[config.mk]
export PLATFORM = sky130hd
export DESIGN_NAME = mul8_share_arb_flat
export DESIGN_NICKNAME = d
export VERILOG_FILES = /design/src/rtl/mul8_share_arb_if.sv /design/src/rtl/mul8_share_arb.sv /design/src/flat_wrapper.sv
export SDC_FILE = /design/constraint.sdc
export NUM_CORES = 1
export LEC_CHECK = 0
export BUFFER_PORTS_ARGS = -buffer_cell sky130_fd_sc_hd__buf_2
export CAP_MARGIN = 20
export CELL_PAD_IN_SITES_DETAIL_PLACEMENT = 0
export CELL_PAD_IN_SITES_GLOBAL_PLACEMENT = 1
export CORE_MARGIN = 2
export CORE_UTILIZATION = 31
export DETAILED_ROUTE_END_ITERATION = 6
export GPL_TIMING_DRIVEN = 0
export PLACE_DENSITY_LB_ADDON = 0.1
export SKIP_LAST_GASP = 1
export SYNTH_ARGS = -nofsm -noshare
export SYNTH_HDL_FRONTEND = slang
export SYNTH_SLANG_ARGS = --single-unit
[constraint.sdc]
create_clock -name clk -period 4.2 [get_ports clk]
set_clock_uncertainty 0.2 [all_clocks]
set_input_delay 0.42 -clock clk [delete_from_list [all_inputs] [get_ports clk]]
set_output_delay 0.42 -clock clk [all_outputs]
set_load 0.01 [all_outputs]
[src/rtl/mul8_share_arb_if.sv]
// mul8_share_arb_if: requester, multiplier and response signals of the
// shared 8x8 multiplier arbiter. The slave modport is the arbiter side and
// the master modport is the environment side (requesters, external
// multiplier and response consumer).
interface mul8_share_arb_if #(
    parameter int NREQ = 4,
    parameter int IDW  = 2
);
    logic [NREQ-1:0]   req_valid;
    logic [NREQ-1:0]   req_ready;
    logic [8*NREQ-1:0] req_a;
    logic [8*NREQ-1:0] req_b;
    logic [7:0]        mul_a;
    logic [7:0]        mul_b;
    logic [15:0]       mul_o;
    logic              rsp_valid;
    logic              rsp_ready;
    logic [IDW-1:0]    rsp_id;
    logic [15:0]       rsp_p;
    logic [15:0]       op_count;

    modport slave (
        input  req_valid, req_a, req_b, mul_o, rsp_ready,
        output req_ready, mul_a, mul_b, rsp_valid, rsp_id, rsp_p, op_count
    );

    modport master (
        output req_valid, req_a, req_b, mul_o, rsp_ready,
        input  req_ready, mul_a, mul_b, rsp_valid, rsp_id, rsp_p, op_count
    );
endinterface

[src/rtl/mul8_share_arb.sv]
// mul8_share_arb: round-robin arbiter feeding one external combinational
// 8x8 multiplier through a short valid/ready pipeline. S1 holds the granted
// operands (driving mul_a/mul_b), S2 captures mul_o and the requester ID.
// Optional build macro MUL8_SHARE_OUTREG_EN adds an S3 output register
// between S2 and the response bus (3-cycle latency instead of 2).
// Reset is synchronous and active-low; it drops every in-flight operation.
module mul8_share_arb #(
    parameter int NREQ = 4,
    parameter int IDW  = 2
) (
    input  logic                  clk,
    input  logic                  rst_n,
    mul8_share_arb_if.slave       bus
);

    // Pipeline state
    logic            r_s1_valid;
    logic [7:0]      r_s1_a;
    logic [7:0]      r_s1_b;
    logic [IDW-1:0]  r_s1_id;
    logic            r_s2_valid;
    logic [15:0]     r_s2_p;
    logic [IDW-1:0]  r_s2_id;
`ifdef MUL8_SHARE_OUTREG_EN
    logic            r_s3_valid;
    logic [15:0]     r_s3_p;
    logic [IDW-1:0]  r_s3_id;
    logic            w_stall3;
`endif
    logic [IDW-1:0]  r_rr_ptr;
    logic [15:0]     r_op_count;

    // Combinational control
    logic            w_stall2;
    logic            w_s1_adv;
    logic            w_found;
    logic [IDW-1:0]  w_grant_idx;
    logic [IDW-1:0]  w_next_ptr;
    logic [7:0]      w_sel_a;
    logic [7:0]      w_sel_b;
    logic            w_accept;
    logic [NREQ-1:0] w_req_ready;
    logic            w_out_valid;
    logic            w_rsp_hs;

`ifdef MUL8_SHARE_OUTREG_EN
    // Output stage drives the bus; S2 only moves when S3 can take its data
    assign w_stall3    = r_s3_valid & ~bus.rsp_ready;
    assign w_stall2    = r_s2_valid & w_stall3;
    assign w_out_valid = r_s3_valid;
    assign bus.rsp_p   = r_s3_p;
    assign bus.rsp_id  = r_s3_id;
`else
    // S2 drives the response bus directly
    assign w_stall2    = r_s2_valid & ~bus.rsp_ready;
    assign w_out_valid = r_s2_valid;
    assign bus.rsp_p   = r_s2_p;
    assign bus.rsp_id  = r_s2_id;
`endif

    assign w_s1_adv      = ~r_s1_valid | ~w_stall2;
    assign w_rsp_hs      = w_out_valid & bus.rsp_ready;
    assign bus.rsp_valid = w_out_valid;
    assign bus.mul_a     = r_s1_a;
    assign bus.mul_b     = r_s1_b;
    assign bus.op_count  = r_op_count;
    assign bus.req_ready = w_req_ready;

    // Round-robin search from r_rr_ptr upward, wrapping at NREQ-1
    always_comb begin
        int v_idx;
        int v_grant;
        int v_next;
        v_idx       = 0;
        v_grant     = 0;
        v_next      = 0;
        w_found     = 1'b0;
        for (int k = 0; k < NREQ; k++) begin
            v_idx = int'(r_rr_ptr) + k;
            if (v_idx >= NREQ) begin
                v_idx = v_idx - NREQ;
            end else begin
                v_idx = v_idx;
            end
            if (!w_found && bus.req_valid[v_idx]) begin
                w_found = 1'b1;
                v_grant = v_idx;
            end else begin
                w_found = w_found;
            end
        end
        v_next = v_grant + 1;
        if (v_next >= NREQ) begin
            v_next = 0;
        end else begin
            v_next = v_next;
        end
        w_grant_idx = IDW'(v_grant);
        w_next_ptr  = IDW'(v_next);
        w_sel_a     = bus.req_a[8*v_grant +: 8];
        w_sel_b     = bus.req_b[8*v_grant +: 8];
        // No grant while in reset or while S1 cannot move
        w_accept    = rst_n & w_s1_adv & w_found;
        if (w_accept) begin
            w_req_ready = NREQ'(1'b1) << w_grant_idx;
        end else begin
            w_req_ready = '0;
        end
    end

    // Arbiter pointer, operand stage, result stage and handshake counter
    always_ff @(posedge clk) begin
        if (!rst_n) begin
            r_rr_ptr   <= '0;
            r_s1_valid <= 1'b0;
            r_s1_a     <= 8'd0;
            r_s1_b     <= 8'd0;
            r_s1_id    <= '0;
            r_s2_valid <= 1'b0;
            r_s2_p     <= 16'd0;
            r_s2_id    <= '0;
            r_op_count <= 16'd0;
        end else begin
            if (w_accept) begin
                r_rr_ptr <= w_next_ptr;
            end
            // S1 takes the accept indication; operands only load on accept
            if (w_s1_adv) begin
                r_s1_valid <= w_accept;
                if (w_accept) begin
                    r_s1_a  <= w_sel_a;
                    r_s1_b  <= w_sel_b;
                    r_s1_id <= w_grant_idx;
                end
            end
            // S2 samples the external product while S1 holds its operands
            if (!w_stall2) begin
                r_s2_valid <= r_s1_valid;
                if (r_s1_valid) begin
                    r_s2_p  <= bus.mul_o;
                    r_s2_id <= r_s1_id;
                end
            end
            // Saturating count of completed responses
            if (w_rsp_hs && (r_op_count != 16'hFFFF)) begin
                r_op_count <= r_op_count + 16'd1;
            end
        end
    end

`ifdef MUL8_SHARE_OUTREG_EN
    // Output register stage holding the response until it is accepted
    always_ff @(posedge clk) begin
        if (!rst_n) begin
            r_s3_valid <= 1'b0;
            r_s3_p     <= 16'd0;
            r_s3_id    <= '0;
        end else if (!w_stall3) begin
            r_s3_valid <= r_s2_valid;
            if (r_s2_valid) begin
                r_s3_p  <= r_s2_p;
                r_s3_id <= r_s2_id;
            end
        end
    end
`endif

endmodule

[src/flat_wrapper.sv]
// flat-port wrapper written by rule: the top's interface ports become plain ports
module mul8_share_arb_flat 
#(
    parameter int NREQ = 4,
    parameter int IDW  = 2
)
  (clk, rst_n, bus_req_valid, bus_req_a, bus_req_b, bus_mul_o, bus_rsp_ready, bus_req_ready, bus_mul_a, bus_mul_b, bus_rsp_valid, bus_rsp_id, bus_rsp_p, bus_op_count);
  mul8_share_arb_if #(.NREQ(NREQ), .IDW(IDW)) bus_i ();
  input  logic clk;
  input  logic rst_n;
  input wire logic [$bits(bus_i.req_valid)-1:0] bus_req_valid;
  input wire logic [$bits(bus_i.req_a)-1:0] bus_req_a;
  input wire logic [$bits(bus_i.req_b)-1:0] bus_req_b;
  input wire logic [$bits(bus_i.mul_o)-1:0] bus_mul_o;
  input wire logic [$bits(bus_i.rsp_ready)-1:0] bus_rsp_ready;
  output wire logic [$bits(bus_i.req_ready)-1:0] bus_req_ready;
  output wire logic [$bits(bus_i.mul_a)-1:0] bus_mul_a;
  output wire logic [$bits(bus_i.mul_b)-1:0] bus_mul_b;
  output wire logic [$bits(bus_i.rsp_valid)-1:0] bus_rsp_valid;
  output wire logic [$bits(bus_i.rsp_id)-1:0] bus_rsp_id;
  output wire logic [$bits(bus_i.rsp_p)-1:0] bus_rsp_p;
  output wire logic [$bits(bus_i.op_count)-1:0] bus_op_count;
  assign bus_i.req_valid = bus_req_valid;
  assign bus_i.req_a = bus_req_a;
  assign bus_i.req_b = bus_req_b;
  assign bus_i.mul_o = bus_mul_o;
  assign bus_i.rsp_ready = bus_rsp_ready;
  assign bus_req_ready = bus_i.req_ready;
  assign bus_mul_a = bus_i.mul_a;
  assign bus_mul_b = bus_i.mul_b;
  assign bus_rsp_valid = bus_i.rsp_valid;
  assign bus_rsp_id = bus_i.rsp_id;
  assign bus_rsp_p = bus_i.rsp_p;
  assign bus_op_count = bus_i.op_count;
  mul8_share_arb #(.NREQ(NREQ), .IDW(IDW)) u_core (.clk(clk), .rst_n(rst_n), .bus(bus_i));
endmodule
== Word-level counts from Yosys, hierarchy flattened ==
Cells that the tools add are included.
Storage, ports and cells
  input port bits: 87
  word-level logic and storage cells: 74
  register bits: 56
  output and inout bits: 55
Cells by class
  shift operators: 3
  $add $sub $neg: 9
  muxes and demuxes: 26
  reductions and logical operators: 9
  bitwise logic cells: 8
  magnitude comparators: 9
  equal/unequal tests: 1
Operator list (count)
  32-bit 2-to-1 mux: 8
  32-bit by 4-bit greater-or-equal comparator with 1-bit output, second input constant: 4
  32-bit by 4-bit less-than comparator with 1-bit output, second input constant: 4
  32-bit by 4-bit subtractor with 32-bit output, second input constant: 3
  32-bit by 32-bit variable part select with 8-bit output: 2
  32-bit by 2-bit adder with 32-bit output, second input constant: 1
  16-bit by 1-bit adder with 16-bit output, second input constant: 1
  16-bit inequality test, second input constant: 1
  1-bit 2-to-1 mux: 12
  1-bit binary-select mux with 2-bit select: 4
  2-bit by 2-bit adder with 3-bit output, second input constant: 2
  1-bit AND: 4
  1-bit logical AND: 4
  4-bit 2-to-1 mux: 1
  2-bit AND reduction: 2
  1-bit by 2-bit left shift with 4-bit output, first input constant: 1
  2-bit by 3-bit subtractor with 4-bit output, second input constant: 1
  2-bit by 1-bit adder with 3-bit output, second input constant: 1
  2-bit by 3-bit greater-or-equal comparator with 1-bit output, second input constant: 1
  1-bit logical NOT: 3
  1-bit inverter: 3
  2-bit 2-to-1 mux: 1
  1-bit bitwise OR: 1

== Logic depth before layout (Yosys ltp) ==
Gate-level depths: netlist of the first run.
  word-level depth: 18
  depth in mapped cells: 19
  depth with buffers taken out: 15

== Least setup slack after synthesis of the first run ==
No wires, ideal clock.
  path kind: flip-flop to flip-flop
  start point: register u_core.r_rr_ptr[1]
  end point: register u_core.r_rr_ptr[0]
  slack: 251 ps
  stages on the path, launching flop included: 19
  library setup time: 60 ps
  clock period less this slack: 3949 ps
  data required time: 3940 ps
  buffers on the path: 3
  data arrival time: 3689 ps
  cell sequence: dfxtp_1 > buf_2 > inv_1 > ha_1 > or3b_1 > a211o_1 > a21oi_2 > nor4_1 > a31oi_1 > buf_6 > buf_12 > ha_1 > nand2_1 > ha_1 > nor4b_1 > nand3b_1 > nor4_1 > a21o_1 > a32o_1
Between the ends
  longest elaborated chain between the ends: 18
  elaborated cells on any way between the ends: 45
  those cells by class: add/sub: 8; order compare: 5; mux: 25; bitwise: 1; reduce/logical: 6
Ends and longest elaborated chain
  start, declared: line mul8_share_arb.sv:30  | logic [IDW-1:0] r_rr_ptr;
  start signal, assigned: line mul8_share_arb.sv:125  | r_rr_ptr <= w_next_ptr;
  parallel branches: the longest is 14 deep, another holds 32-bit by 4-bit subtractor with 32-bit output
  32-bit 2-to-1 mux *: line mul8_share_arb.sv:85  | if (!w_found && bus.req_valid[v_idx]) begin
  net u_core.w_grant_idx[1]: line mul8_share_arb.sv:37  | logic [IDW-1:0] w_grant_idx;
  32-bit by 2-bit adder with 32-bit output *: line mul8_share_arb.sv:92  | v_next = v_grant + 1;
  32-bit by 4-bit greater-or-equal comparator with 1-bit output *: line mul8_share_arb.sv:93  | if (v_next >= NREQ) begin
  2-bit 2-to-1 mux *: line mul8_share_arb.sv:93
Mark *: on every way through the listed nets, which the timed path passes. The select of a mux whose other input is x is not followed.
A chain may end at the register's enable or synchronous reset.

== Final worst setup path of the first run ==
Ends and elaborated chain as after synthesis.

==> run metrics, run 1 <==
status completed; Slew HR 0.666; post-synthesis simple-gate area fraction 0.218; cts bufs inserted 5; cell area after synthesis 0.00336 mm^2; antenna violations before repair 0; max_cap viols 0; Avg Inst Size Synth 8.91 um^2; final net count 630; DR pass1 iterations 4; Yosys warning count 0; most frequent cell after synthesis nand2_1; Hold-fix buffers, CTS 0; total track usage 0.147; total leakage power 1.95 nW; largest family of logic cells by synthesized area simple AND/OR/NAND/NOR gates; Setup violations, final 0; Mapped Nets 480; cell mode on critical path ha_1; Iter 0 DRT Violations 143; Non-Filler Instances 668; Seq cells post-synth 56; clock root buffer clkbuf_8; most common library cells after synthesis 74 x nand2_1, 56 x dfxtp_1, 35 x mux2i_1, 20 x a21boi_0, 16 x ha_1; met3 wire len 488 um; dpl cell area 0.00423 mm^2; ant diodes 0; die area 0.0117 mm^2; crit-path max cell delay 0.38 ns; Crit. End Element flop; initial core utilization 0.314; die height 108 um; area grow syn2layout 30.5%; Synth area leader dfxtp_1; first-pass GRT wire length 14100 um; Final TNS setup 0 ns; sequential element share of the synthesized area 0.334; total grt overflow 0; Final Power 0.00195 W; DR DRC count 0; P per Cell Area 445 mW/mm^2; Hold Slack 0.153 ns; CTS tree yes; period utilization 0.939; Final min period 3.94 ns; post-synthesis mux area share 0.111; Seq. cell area 0.00113 mm^2; Max Transition Viols Final 0; row cnt 38; GPL Wtd Cong 0.776; largest net degree at the start of global routing 19; Hold WC Path Type in -> reg; final instance area 0.00438 mm^2; WL met1 3990 um; flop-to-flop setup slack 0.26 ns; number of synthesized flops with an enable pin 0; Clock Sinks 56; CP Launch Type flop; H-tree Lvls 2; Fmax achieved 254 MHz; largest vdd supply drop 0.202 mV; via count of the first global-routing pass 2998; Detailed Place HPWL 6770 um; adder-cell share of the synthesized area 0.0596; width of the die 108 um; Clock Latency Late Sink 0.32 ns; Top Family by Delay on Critical Path simple AND/OR/NAND/NOR gates; post-synthesis cell count 377; share of layout cells above drive strength 1 0.356; number of routed nets with antenna violations 0; Reg clk slew, reported paths 0.10 ns; crit path kind reg -> reg; Post-Synth XOR/XNOR Area 0.0313; CP max FO 12; count of cell types in the netlist 57; # IOs 142; clk buf depth 2; I/O Buffers 140; Max stage delay cell, worst path or3b_1; worst slew pin tran 0.498 ns; final hold violations 0; multi-input combinational cell area 0.00206 mm^2; DP Cell Count 657; WP data required 4.25 ns; Core Area 0.0107 mm^2; Async SR Flop Fraction 0; routed vias 3178; CP Cell Sequence buf_4 > inv_1 > ha_1 > or3b_1 > a211o_1 > a21oi_2 > nor4_1 > a31oi_1 > buf_6 > buf_12 > ha_2 > nand2_1 > ha_1 > nor4b_2 > nand3b_1 > nor4_2 > a21o_1 > a32o_1; Met2 Routed Length 4180 um; top-area cell type share of the netlist area 0.334; Post-synth top flop dfxtp_1; Compound-Gate Fraction of Synth Area 0.188; Area contributors post-synth dfxtp_1 33%, mux2i_1 10%, nand2_1 8.3%; Buf/Inv on CP 4; DRT Wirelength 8760 um; WP data arrival 3.99 ns; via/cell ratio 4.76; detailed-route wire length per cell 13.1 um; DR top layer met4; fillcell total 1139
stage by stage:
step | setup WS, ns | util
finish | 0.258 | 0.410
global route | -0.00487 | 0.410
CTS | 0.0580 | 0.406
detailed placement | -0.305 | 0.396
global placement | -0.260 | 0.396
floorplan | 0.251 | -
path summary, 6_finish.rpt:
check / startpoint / endpoint / cells after the start
worst max-delay path: u_core.r_rr_ptr[1] / u_core.r_rr_ptr[0] / 18
worst min-delay path: bus_mul_o[12] / u_core.bus.rsp_p[12] / 3
worst max register to register: u_core.r_rr_ptr[1] / u_core.r_rr_ptr[0] / 18
worst min register to register: u_core.bus.rsp_id[0] / u_core.bus.rsp_id[0] / 2
cell type report:
| cell class | instances | area share |
|---|---|---|
| multi-input combinational | 288 | 0.471 |
| sequential | 56 | 0.258 |
| tap | 140 | 0.0400 |
| timing repair buffer | 143 | 0.165 |
| buffer | 24 | 0.0371 |
| clock buffer | 5 | 0.0157 |
| clock inverter | 3 | 0.00514 |
| inverter | 9 | 0.00857 |
flip-flops by register name (all words and copies together) (netlist names):
signal	count
u_core.bus.mul_a	8
u_core.bus.rsp_id	2
u_core.r_rr_ptr	2
u_core.bus.rsp_valid	1
u_core.bus.mul_b	8
u_core.bus.rsp_p	16
u_core.r_s1_valid	1
u_core.r_s1_id	2
u_core.bus.op_count	16
power by group:
| part | switching, W | leakage, nW | internal [W] |
|---|---|---|---|
| clock network | 0.000189 | 0.0485 | 0.000120 |
| registers | 0.0000548 | 0.461 | 0.000626 |
| logic | 0.000506 | 1.44 | 0.000454 |
| total | 0.000750 | 1.95 | 0.00120 |
per-layer routing:
metal | vias to the layer above | global-route usage
met2 | 94 | 0.248
li1 | 1641 | -
met5 | - | 0
met1 | 1434 | 0.192
met4 | 0 | 0.0366
met3 | 9 | 0.0289
layout by cell type, fill, tap and decap left out, types with 4 or more instances in the layout:
cell type,instances
buf_2,144
nand2_1,74
dfxtp_1,54
mux2i_1,35
a21boi_0,20
and2_1,15
ha_1,15
clkbuf_1,12
nor2_1,12
o221ai_2,11
xnor2_1,9
o21ai_0,7
and3_1,6
buf_4,6
o221ai_1,6
nand4_1,6
nand3_1,6
o21ai_1,5
inv_1,5
clkbuf_8,5
or3_1,4
nor2b_1,4
kinds of logic (layout without fill, tap and decap cells):
| kind of cell | count (synthesis) | in the layout |
|---|---|---|
| flip-flops | 56 | 56 |
| multiplexers | 37 | 37 |
| AO/OA/AOI/OAI | 74 | 74 |
| XOR/XNOR | 12 | 12 |
| AND/OR/NAND/NOR | 149 | 149 |
| buffers and inverters | 33 | 184 |
| adder cells (fa/ha/maj) | 16 | 16 |
worst min-delay path: stages:
cell and delay, ns:
buf_2 0.10, nand2_1 0.04, a21boi_0 0.06
repair_timing:
item | CTS | global route
setup endpoints to repair | 5 | 2
buffers inserted | 1 | 2
pin swaps | 0 | 2
resized for setup | 5 | 5
No activity file was read; power rests on OpenSTA's default activity.
==> run 2: changes to the inputs <==
CORE_MARGIN = unset   (was 2)
==> run 2 against run 1 <==
Against the previous run:
- sequential share of layout area is 0.12 points lower
- final cell count down 0.45%
- critical endpoint unchanged
- routed wire length is 1.0% higher
==> run metrics, run 2 (same netlist as run 1, synthesis figures left out) <==
fillcell total 1109 (-2.6%); multi-input combinational cell area 0.00208 mm^2 (+0.61%); total track usage 0.154 (+0.00666); Hold WC Path Type in -> reg; Setup violations, final 0 (unchanged); width of the die 106 um (-1.9%); area grow syn2layout 31.1%; detailed-route wire length per cell 13.3 um (+1.5%); routed vias 3209 (+0.98%); Seq. cell area 0.00113 mm^2 (unchanged); Detailed Place HPWL 6540 um (-3.4%); Clock Latency Late Sink 0.31 ns (about the same); most common cell after layout, fill and taps aside buf_2; Clock Sinks 56 (unchanged); CP Launch Type flop; row cnt 37 (-2.6%); WP data arrival 4.07 ns (+0.08 ns); Reg clk slew, reported paths 0.12 ns (+0.02 ns); Iter 0 DRT Violations 146 (+2.1%); via count of the first global-routing pass 2987 (-0.37%); largest vdd supply drop 0.222 mV (+9.8%); GPL Wtd Cong 0.773 (-0.41%); H-tree Lvls 2 (unchanged); crit-path max cell delay 0.36 ns (-0.02 ns); switching power share of the total 0.389 (+0.00482); Fmax achieved 249 MHz (-1.7%); Seq pwr share 0.342 (-0.007); CTS tree yes; period utilization 0.955 (+0.0163); die area 0.0113 mm^2 (-3.7%); DR DRC count 0 (unchanged); WP data required 4.26 ns (about the same); hold_sp bus_mul_o[5]; Critical Path Stages 18 (unchanged); Slew HR 0.649 (-0.0170); CP max FO 12 (unchanged); Top Family by Delay on Critical Path simple AND/OR/NAND/NOR gates; Final min period 4.01 ns (+0.0683 ns); DP Cell Count 653 (-0.61%); Final TNS setup 0 ns (unchanged); commonest non-fill, non-tap cells in the layout 144 x buf_2, 74 x nand2_1, 54 x dfxtp_1; number of routed nets with antenna violations 0 (unchanged); ant diodes 0 (unchanged); status completed; Core Area 0.0104 mm^2 (-2.6%); Psw 0.000777 W (+3.5%); Non-Filler Instances 665 (-0.45%); Crit. End Element flop; DRT Wirelength 8850 um (+1.0%); DR pass1 iterations 4 (unchanged); final net count 631 (+0.16%); Clk pwr share 0.166 (+0.007); # IOs 142 (unchanged); crit path kind reg -> reg; largest net degree at the start of global routing 21 (+2); CP Cell Sequence buf_4 > inv_1 > ha_4 > or3b_1 > a211o_1 > a21oi_2 > nor4_1 > a31oi_1 > buf_6 > buf_12 > ha_2 > nand2_1 > ha_1 > nor4b_2 > nand3b_1 > nor4_2 > a21o_1 > a32o_1; Worst R2R Start u_core.r_rr_ptr[1]; clock root buffer clkbuf_8; crit path launch u_core.r_rr_ptr[1]; dpl cell area 0.00423 mm^2 (-0.12%); total leakage power 1.96 nW (+0.46%); total grt overflow 0 (unchanged); first-pass GRT wire length 14100 um (+0.49%); initial core utilization 0.322 (+0.00848); Internal Power 0.00122 W (+1.5%); final hold violations 0 (unchanged); final instance area 0.00440 mm^2 (+0.49%); I/O Buffers 140 (unchanged); cts bufs inserted 5 (unchanged); clk buf depth 2 (unchanged); Logic pwr share 0.492 (about the same); P per Cell Area 453 mW/mm^2 (+1.8%); antenna violations before repair 0 (unchanged); Max Transition Viols Final 0 (unchanged); Max stage delay cell, worst path dfxtp_4; via/cell ratio 4.83 (+1.4%); max_cap viols 0 (unchanged); Hold Crit Depth 3 (unchanged); share of layout cells above drive strength 1 0.359 (+0.00311); Buf/Inv on CP 4 (unchanged); die height 106 um (-1.9%); worst slew pin tran 0.523 ns (+0.0253 ns); Reg2Reg Depth 18 (unchanged)
## run 2: power by group through the flow
stage               clock network (W)  registers (W)  logic, W
floorplan                           0       0.000722  0.000634
global placement                    0       0.000692  0.000926
detailed placement                  0       0.000691  0.000935
CTS                          0.000350       0.000685  0.000952
global route                 0.000368       0.000694   0.00108
finish                       0.000331       0.000682  0.000982
## run 2: repair_timing
item | 4_1_cts | 5_1_grt
endpoints found under the setup margin | 6 | 2
pin swaps | 0 | 3
hold buffers | 0 | 0
buffers inserted | 1 | 3
resized for setup | 5 | 6
## run 2: path summary, 6_finish.rpt
kind,endpoint,slack (ns)
worst max-delay path,u_core.r_rr_ptr[0],0.19
worst min-delay path,u_core.bus.rsp_p[5],0.14
worst max register to register,u_core.r_rr_ptr[0],0.19
worst min register to register,u_core.bus.rsp_p[13],0.27
## run 2: layer usage
layer	part of all wire	vias to the layer above	global-route usage
li1	-	1643	-
met1	0.47	1455	0.203
met2	0.46	107	0.259
met3	0.058	4	0.0282
met4	0.0062	0	0.0327
met5	0	-	0
## run 2: worst reg2reg max path, stage by stage, from the launching register on
cell and delay [ns]:
dfxtp_4 0.36, buf_4 0.17, inv_1 0.16, ha_4 0.24, or3b_1 0.36, a211o_1 0.31
a21oi_2 0.17, nor4_1 0.08, a31oi_1 0.18, buf_6 0.14, buf_12 0.14, ha_2 0.23
nand2_1 0.07, ha_1 0.19, nor4b_2 0.22, nand3b_1 0.19, nor4_2 0.29, a21o_1 0.17
a32o_1 0.11
## run 2: area by class of cell
class | instances | share of cell area
Tap cell | 136 | 0.0386
Clock inverter | 3 | 0.00654
Timing Repair Buffer | 144 | 0.166
Inverter | 9 | 0.00853
Sequential cell | 56 | 0.256
Buffer | 24 | 0.0369
Clock buffer | 5 | 0.0156
Multi-Input combinational cell | 288 | 0.471
## run 2: per-stage QoR
stage               setup WS (ns)  hold WS [ns]  power (W)  utilization
global placement           -0.276         0.240    0.00162        0.406
CTS                        0.0453         0.126    0.00199        0.417
finish                      0.190         0.139    0.00199        0.423
floorplan                   0.251         0.241    0.00136            -
detailed placement         -0.297         0.247    0.00163        0.406
global route              -0.0698         0.131    0.00214        0.423
